==> config.mk <==
export PLATFORM = sky130hd
export DESIGN_NAME = lut3d_corner_fetch
export DESIGN_NICKNAME = d
export VERILOG_FILES = /design/src/rtl/lut3d_pkg.sv /design/src/rtl/lut3d_addr_gen.sv /design/src/rtl/lut3d_corner_fetch.sv
export SDC_FILE = /design/constraint.sdc
export NUM_CORES = 1
export LEC_CHECK = 0
export ABC_AREA = 1
export CAP_MARGIN = 20
export CORE_ASPECT_RATIO = 1.75
export CORE_MARGIN = 5
export CORE_UTILIZATION = 45
export CTS_CLUSTER_DIAMETER = 200
export CTS_CLUSTER_SIZE = 14
export DETAILED_ROUTE_END_ITERATION = 8
export GPL_ROUTABILITY_DRIVEN = 0
export PLACE_DENSITY = 0.84
export SKIP_CTS_REPAIR_TIMING = 1
export SYNTH_ARGS = -nofsm -noshare
export SYNTH_HDL_FRONTEND = slang
export SYNTH_SLANG_ARGS = --single-unit
==> constraint.sdc <==
create_clock -name clk -period 12.1 [get_ports clk]
set_input_delay 3.025 -clock clk [delete_from_list [all_inputs] [get_ports clk]]
set_output_delay 3.025 -clock clk [all_outputs]
set_load 0.01 [all_outputs]
==> src/rtl/lut3d_pkg.sv <==
// Shared types and lattice geometry helpers for the 3D-LUT corner fetch block.
package lut3d_pkg;

    typedef enum logic [1:0] {
        ST_IDLE,
        ST_ISSUE,
        ST_DRAIN,
        ST_HOLD
    } state_e;

    function automatic int unsigned lut_nodes(input int unsigned grid_bits);
        return (32'd1 << grid_bits) + 32'd1;
    endfunction

    function automatic int unsigned lut_addr_w(input int unsigned grid_bits);
        int unsigned n;
        n = lut_nodes(grid_bits);
        return $clog2(n * n * n);
    endfunction

    // Offset of corner k from the base node: bit0 -> +x, bit1 -> +y, bit2 -> +z.
    function automatic int unsigned corner_off(input int unsigned grid_bits, input int unsigned k);
        int unsigned n;
        int unsigned off;
        n   = lut_nodes(grid_bits);
        off = 0;
        if (k[0]) off = off + 1;
        if (k[1]) off = off + n;
        if (k[2]) off = off + n * n;
        return off;
    endfunction

endpackage

==> src/rtl/lut3d_addr_gen.sv <==
// Combinational lattice address for corner k of the cell whose lowest node is (ix, iy, iz).
module lut3d_addr_gen
    import lut3d_pkg::*;
#(
    parameter int GRID_BITS = 4,
    parameter int ADDR_W    = lut_addr_w(GRID_BITS)
) (
    input  logic [GRID_BITS-1:0] ix_i,
    input  logic [GRID_BITS-1:0] iy_i,
    input  logic [GRID_BITS-1:0] iz_i,
    input  logic [2:0]           k_i,
    output logic [ADDR_W-1:0]    addr_o
);

    localparam int unsigned N = lut_nodes(GRID_BITS);
    localparam logic [ADDR_W-1:0] N_A = ADDR_W'(N);
    localparam logic [ADDR_W-1:0] CORNER_OFF [8] = '{
        ADDR_W'(corner_off(GRID_BITS, 0)), ADDR_W'(corner_off(GRID_BITS, 1)),
        ADDR_W'(corner_off(GRID_BITS, 2)), ADDR_W'(corner_off(GRID_BITS, 3)),
        ADDR_W'(corner_off(GRID_BITS, 4)), ADDR_W'(corner_off(GRID_BITS, 5)),
        ADDR_W'(corner_off(GRID_BITS, 6)), ADDR_W'(corner_off(GRID_BITS, 7))
    };

    logic [ADDR_W-1:0] base;

    // Highest index is N-2, so base + largest offset stays within N^3-1.
    assign base   = (ADDR_W'(iz_i) * N_A + ADDR_W'(iy_i)) * N_A + ADDR_W'(ix_i);
    assign addr_o = base + CORNER_OFF[k_i];

endmodule

==> src/rtl/lut3d_corner_fetch.sv <==
// Splits a 3-axis sample into lattice index/fraction and reads the 8 cell corners
// from a single-port synchronous LUT for the trilinear interpolator.
module lut3d_corner_fetch
    import lut3d_pkg::*;
#(
    parameter int IN_CD     = 8,
    parameter int GRID_BITS = 4,
    parameter int FW        = 8,
    parameter int RD_LAT    = 1,
    parameter int ADDR_W    = lut_addr_w(GRID_BITS)
) (
    input  logic                  clk,
    input  logic                  rst,
    input  logic                  in_valid,
    output logic                  in_ready,
    input  logic [IN_CD-1:0]      in_x,
    input  logic [IN_CD-1:0]      in_y,
    input  logic [IN_CD-1:0]      in_z,
    output logic                  rd_en,
    output logic [ADDR_W-1:0]     rd_addr,
    input  logic [IN_CD-1:0]      rd_data,
    output logic                  out_valid,
    input  logic                  out_ready,
    output logic [7:0][IN_CD-1:0] pt_nbr,
    output logic [FW-1:0]         frac_x,
    output logic [FW-1:0]         frac_y,
    output logic [FW-1:0]         frac_z,
    output state_e                dbg_state
);

    localparam int FL = IN_CD - GRID_BITS;

    state_e                 state_q, state_d;
    logic [GRID_BITS-1:0]   ix_q, iy_q, iz_q;
    logic [FW-1:0]          fx_q, fy_q, fz_q;
    logic [2:0]             k_q, k_d;
    logic                   rd_en_q, rd_en_d;
    logic [ADDR_W-1:0]      rd_addr_q, rd_addr_d;
    logic [3:0]             cap_cnt_q;
    logic                   pipe_v_q [RD_LAT];
    logic [2:0]             pipe_k_q [RD_LAT];
    logic [7:0][IN_CD-1:0]  pt_q;

    logic                   accept;
    logic                   cap_fire;
    logic [2:0]             cap_k;
    logic [GRID_BITS-1:0]   ag_x, ag_y, ag_z;
    logic [2:0]             ag_k;
    logic [ADDR_W-1:0]      ag_addr;

    // Both handshakes transfer on a clock edge where valid and ready are high together;
    // a producer holds valid and its payload steady until that edge.
    assign in_ready  = (state_q == ST_IDLE) && !rst;
    assign accept    = in_valid && in_ready;
    assign out_valid = (state_q == ST_HOLD);
    assign rd_en     = rd_en_q;
    assign rd_addr   = rd_addr_q;
    assign pt_nbr    = pt_q;
    assign frac_x    = fx_q;
    assign frac_y    = fy_q;
    assign frac_z    = fz_q;
    assign dbg_state = state_q;
    assign cap_fire  = pipe_v_q[RD_LAT-1];
    assign cap_k     = pipe_k_q[RD_LAT-1];

    // Corner 0 is addressed straight from the incoming sample so it issues the cycle after accept.
    always_comb begin
        ag_x = ix_q;
        ag_y = iy_q;
        ag_z = iz_q;
        ag_k = k_q + 3'd1;
        if (state_q == ST_IDLE) begin
            ag_x = in_x[IN_CD-1 -: GRID_BITS];
            ag_y = in_y[IN_CD-1 -: GRID_BITS];
            ag_z = in_z[IN_CD-1 -: GRID_BITS];
            ag_k = 3'd0;
        end
    end

    lut3d_addr_gen #(
        .GRID_BITS (GRID_BITS),
        .ADDR_W    (ADDR_W)
    ) u_addr_gen (
        .ix_i   (ag_x),
        .iy_i   (ag_y),
        .iz_i   (ag_z),
        .k_i    (ag_k),
        .addr_o (ag_addr)
    );

    always_comb begin
        state_d   = state_q;
        k_d       = k_q;
        rd_en_d   = 1'b0;
        rd_addr_d = rd_addr_q;
        case (state_q)
            ST_IDLE: begin
                if (accept) begin
                    state_d   = ST_ISSUE;
                    k_d       = 3'd0;
                    rd_en_d   = 1'b1;
                    rd_addr_d = ag_addr;
                end
            end
            ST_ISSUE: begin
                if (k_q == 3'd7) begin
                    state_d = ST_DRAIN;
                end else begin
                    k_d       = k_q + 3'd1;
                    rd_en_d   = 1'b1;
                    rd_addr_d = ag_addr;
                end
            end
            ST_DRAIN: begin
                if (cap_fire && cap_cnt_q == 4'd7) state_d = ST_HOLD;
            end
            ST_HOLD: begin
                if (out_ready) state_d = ST_IDLE;
            end
            default: state_d = ST_IDLE;
        endcase
    end

    always_ff @(posedge clk) begin
        if (rst) begin
            state_q   <= ST_IDLE;
            k_q       <= 3'd0;
            rd_en_q   <= 1'b0;
            rd_addr_q <= '0;
            ix_q      <= '0;
            iy_q      <= '0;
            iz_q      <= '0;
            fx_q      <= '0;
            fy_q      <= '0;
            fz_q      <= '0;
            cap_cnt_q <= 4'd0;
            pt_q      <= '0;
            for (int i = 0; i < RD_LAT; i++) begin
                pipe_v_q[i] <= 1'b0;
                pipe_k_q[i] <= 3'd0;
            end
        end else begin
            state_q   <= state_d;
            k_q       <= k_d;
            rd_en_q   <= rd_en_d;
            rd_addr_q <= rd_addr_d;
            if (accept) begin
                ix_q      <= in_x[IN_CD-1 -: GRID_BITS];
                iy_q      <= in_y[IN_CD-1 -: GRID_BITS];
                iz_q      <= in_z[IN_CD-1 -: GRID_BITS];
                fx_q      <= FW'(in_x[FL-1:0]) << (FW - FL);
                fy_q      <= FW'(in_y[FL-1:0]) << (FW - FL);
                fz_q      <= FW'(in_z[FL-1:0]) << (FW - FL);
                cap_cnt_q <= 4'd0;
            end else if (cap_fire) begin
                cap_cnt_q <= cap_cnt_q + 4'd1;
            end
            // The tag travels with each read so the return lands in the right corner slot.
            pipe_v_q[0] <= rd_en_q;
            pipe_k_q[0] <= k_q;
            for (int i = 1; i < RD_LAT; i++) begin
                pipe_v_q[i] <= pipe_v_q[i-1];
                pipe_k_q[i] <= pipe_k_q[i-1];
            end
            if (cap_fire) pt_q[cap_k] <= rd_data;
        end
    end

endmodule

==> results.yml <==
timing:
  fin_crit_ns: 7.588
  rsz0062_at_grt: "no"
  tightest_slew_ns: 1.112
  setup_violations: 0
  slew_headroom_pct: 25.86
  hold_ws_ns: 0.4471
  finalHoldViolCount: 0
  post-route-worst-setup-slack_ns: 4.512
  clock_skew_ns: 0.009433
  maxSlewViolCount: 0
  fin_tns_setup_ns: 0
  timing.final.crit_share_pct: 62.71
  max_freq_mhz: 131.8
synth:
  synth.avg_cell_area_sq_um: 7.805
  ys_types: 37
  yosys.area.top_type: "dfxtp_1"
  synthTopCellsByArea: "dfxtp_1, nor2_1, ha_1"
  synth_top_area_share_pct: 41.08
  async_flop_share_pct: 0
  synth-main-ff-cell: "dfxtp_1"
  ys_ff_latch: 115
  netlist_instances: 718
  yosysWarnings: 0
  ys_seq_area_share_pct: 41.08
  synth_edf_count: 0
  syn_area_sq_mm: 0.005604
place:
  dp_hpwl_microns: 11070
  pre_cts_ws_ns: 4.489
  port_buffers: 129
  numPlacedInstances: 989
floorplan:
  initial_core_util_pct: 45.32
  core_area_sq_mm: 0.01236
  fp.dieH_microns: 157.6
  die_w_microns: 94.36
  die-area_sq_mm: 0.01487
  io_pins: 142
  rows: 54
route:
  dr.pass1.iters: 5
  drc: 0
  vias: 5046
  ant_nets: 0
  finalWirelength_microns: 15050
  via_per_inst: 4.942
  drtIter0Drc: 161
  wire_per_inst_microns: 14.74
cells_and_area:
  final_cell_mix: "nor2_1, clkdlybuf4s50_1, dfxtp_1"
  area_growth_pct: 34.87
  antenna_cells: 0
  final_nets: 927
  final_common_cell: "nor2_1"
  final_layout_size_suffix_gt1_share_pct: 6.800
  final_cells: 1021
worst_setup_path:
  cp_max_fo: 14
  critPathLaunchType: "primary input"
  rr_worst_depth: 24
  r2r_slack_ns: 6.57
  worstPathRequired_ns: 9.07
  end_kind: "output port"
  critPathArrivalTime_ns: 4.56
  timing.rr.start: "dbg_state[0]"
  r2r-end: "rd_addr[10]"
  criticalPathCategory: "primary input to output port"
global_route:
  grtUsageTotal_pct: 20.38
  grt_remaining_overflow: 0
  grt_max_degree: 77
  grt_pass1_wl_microns: 23720
  antenna_found_initial: 0
  first_global_vias: 4977
clocking:
  htreeDepth: 4
  cts_buffers: 17
  clock-sinks: 115
  cts_buffer_depth: 2
  clock_latency_ns: 0.41
  cts.clk_slew.worst_paths_ns: 0.05
  cts_tree: "done"
  root_buffer: "clkbuf_16"
pwr:
  p_comb_share_pct: 55.6
  intPower_mw: 1.235
  powerDensity_mw_per_mm2: 289.6
  clock_power_share_pct: 23.8
  p_leak_nw: 3.437
  swShare_pct: 43.56
  seqPwrFrac_pct: 20.5
  vdd_ir_drop_max_v: 0.0001444
  power_switching_uw: 953.6
hold_path:
  hold_class: "register to register"
  hold_start: "rd_en"
  worstHoldEndpoint: "pipe_v_q[0]"
  min_path_cells: 2
status:
  outcome: "completed"
flow_run:
  maxCapViolations: 0
[layout make-up]
cell class	instances	area, sq um
Fill cell	1052	4806
Timing Repair Buffer	130	1299
Inverter	80	300.3
Sequential cell	115	2302
Tap cell	168	210.2
Clock buffer	18	439.2
Clock inverter	14	176.4
Multi-Input combinational cell	496	2831
[power groups by stage]
stage	Clock, mW	Sequential, mW	Combinational [mW]
floorplan	0	0.464	0.906
global placement	0	0.456	1.16
detailed placement	0	0.457	1.20
CTS	0.531	0.450	1.22
global route	0.547	0.454	1.38
finish	0.522	0.450	1.22
[cell usage after synthesis, drive strengths merged, types with 2 or more instances]
cell    number
ha          45
clkbuf      19
o21ai      105
fa           6
nand2       80
nand3       22
inv         80
nand3b       2
a211oi       2
xor2         8
or2          2
nand4        4
a22o        12
xnor2        4
a21oi       18
buf         19
a31oi        2
dfxtp      115
o211ai       4
nor2       163
[critical path: stages]
cell,delay [ns]
clkdlybuf4s50_1,0.72
nor2_4,0.26
clkdlybuf4s50_1,0.55
[how the worst max path moves through the flow]
stage             from          end  slack, ns
3_3_place_gp       rst     in_ready       4.51
2_1_floorplan  in_z[5]  rd_addr[10]       5.40
5_1_grt            rst     in_ready       4.46
4_1_cts            rst     in_ready       4.49
6_report           rst     in_ready       4.51
3_5_place_dp       rst     in_ready       4.49
[registers in the layout (all words and copies together), names as in the netlist]
register and count:
pt_nbr 64, rd_addr 13, cap_cnt_q 4, frac_x 4
frac_y 4, frac_z 4, ix_q 4, iy_q 4
iz_q 4, k_q 3, pipe_k_q 3, dbg_state 2
pipe_v_q 1, rd_en 1
[kinds of logic after synthesis]
| logic type | synth area share [%] |
|---|---|
| AO/OA/AOI/OAI | 14.78 |
| XOR/XNOR | 1.875 |
| adder cells (fa/ha/maj) | 12.19 |
| buffers and inverters | 9.131 |
| flip-flops | 41.08 |
| multiplexers | 0.2009 |
| other | 0.06691 |
| AND/OR/NAND/NOR | 20.67 |
[metal layers]
| layer | GRT usage (%) | up-vias | wire length, microns |
|---|---|---|---|
| li1 | - | 2545 | - |
| met1 | 20.83 | 2327 | 5603 |
| met2 | 37.43 | 143 | 8154 |
| met3 | 5.659 | 31 | 841 |
| met4 | 10.06 | 0 | 454 |
| met5 | 0 | - | 0 |
[through the flow]
stage	power [mW]	util (%)	instance area, sq um
finish	2.189	61.13	7559
global route	2.377	61.13	7559
CTS	2.199	61.13	7559
detailed placement	1.658	56.15	6943
global placement	1.620	56.15	6943
floorplan	1.370	-	5645
Power figures use the tool's default switching activity.
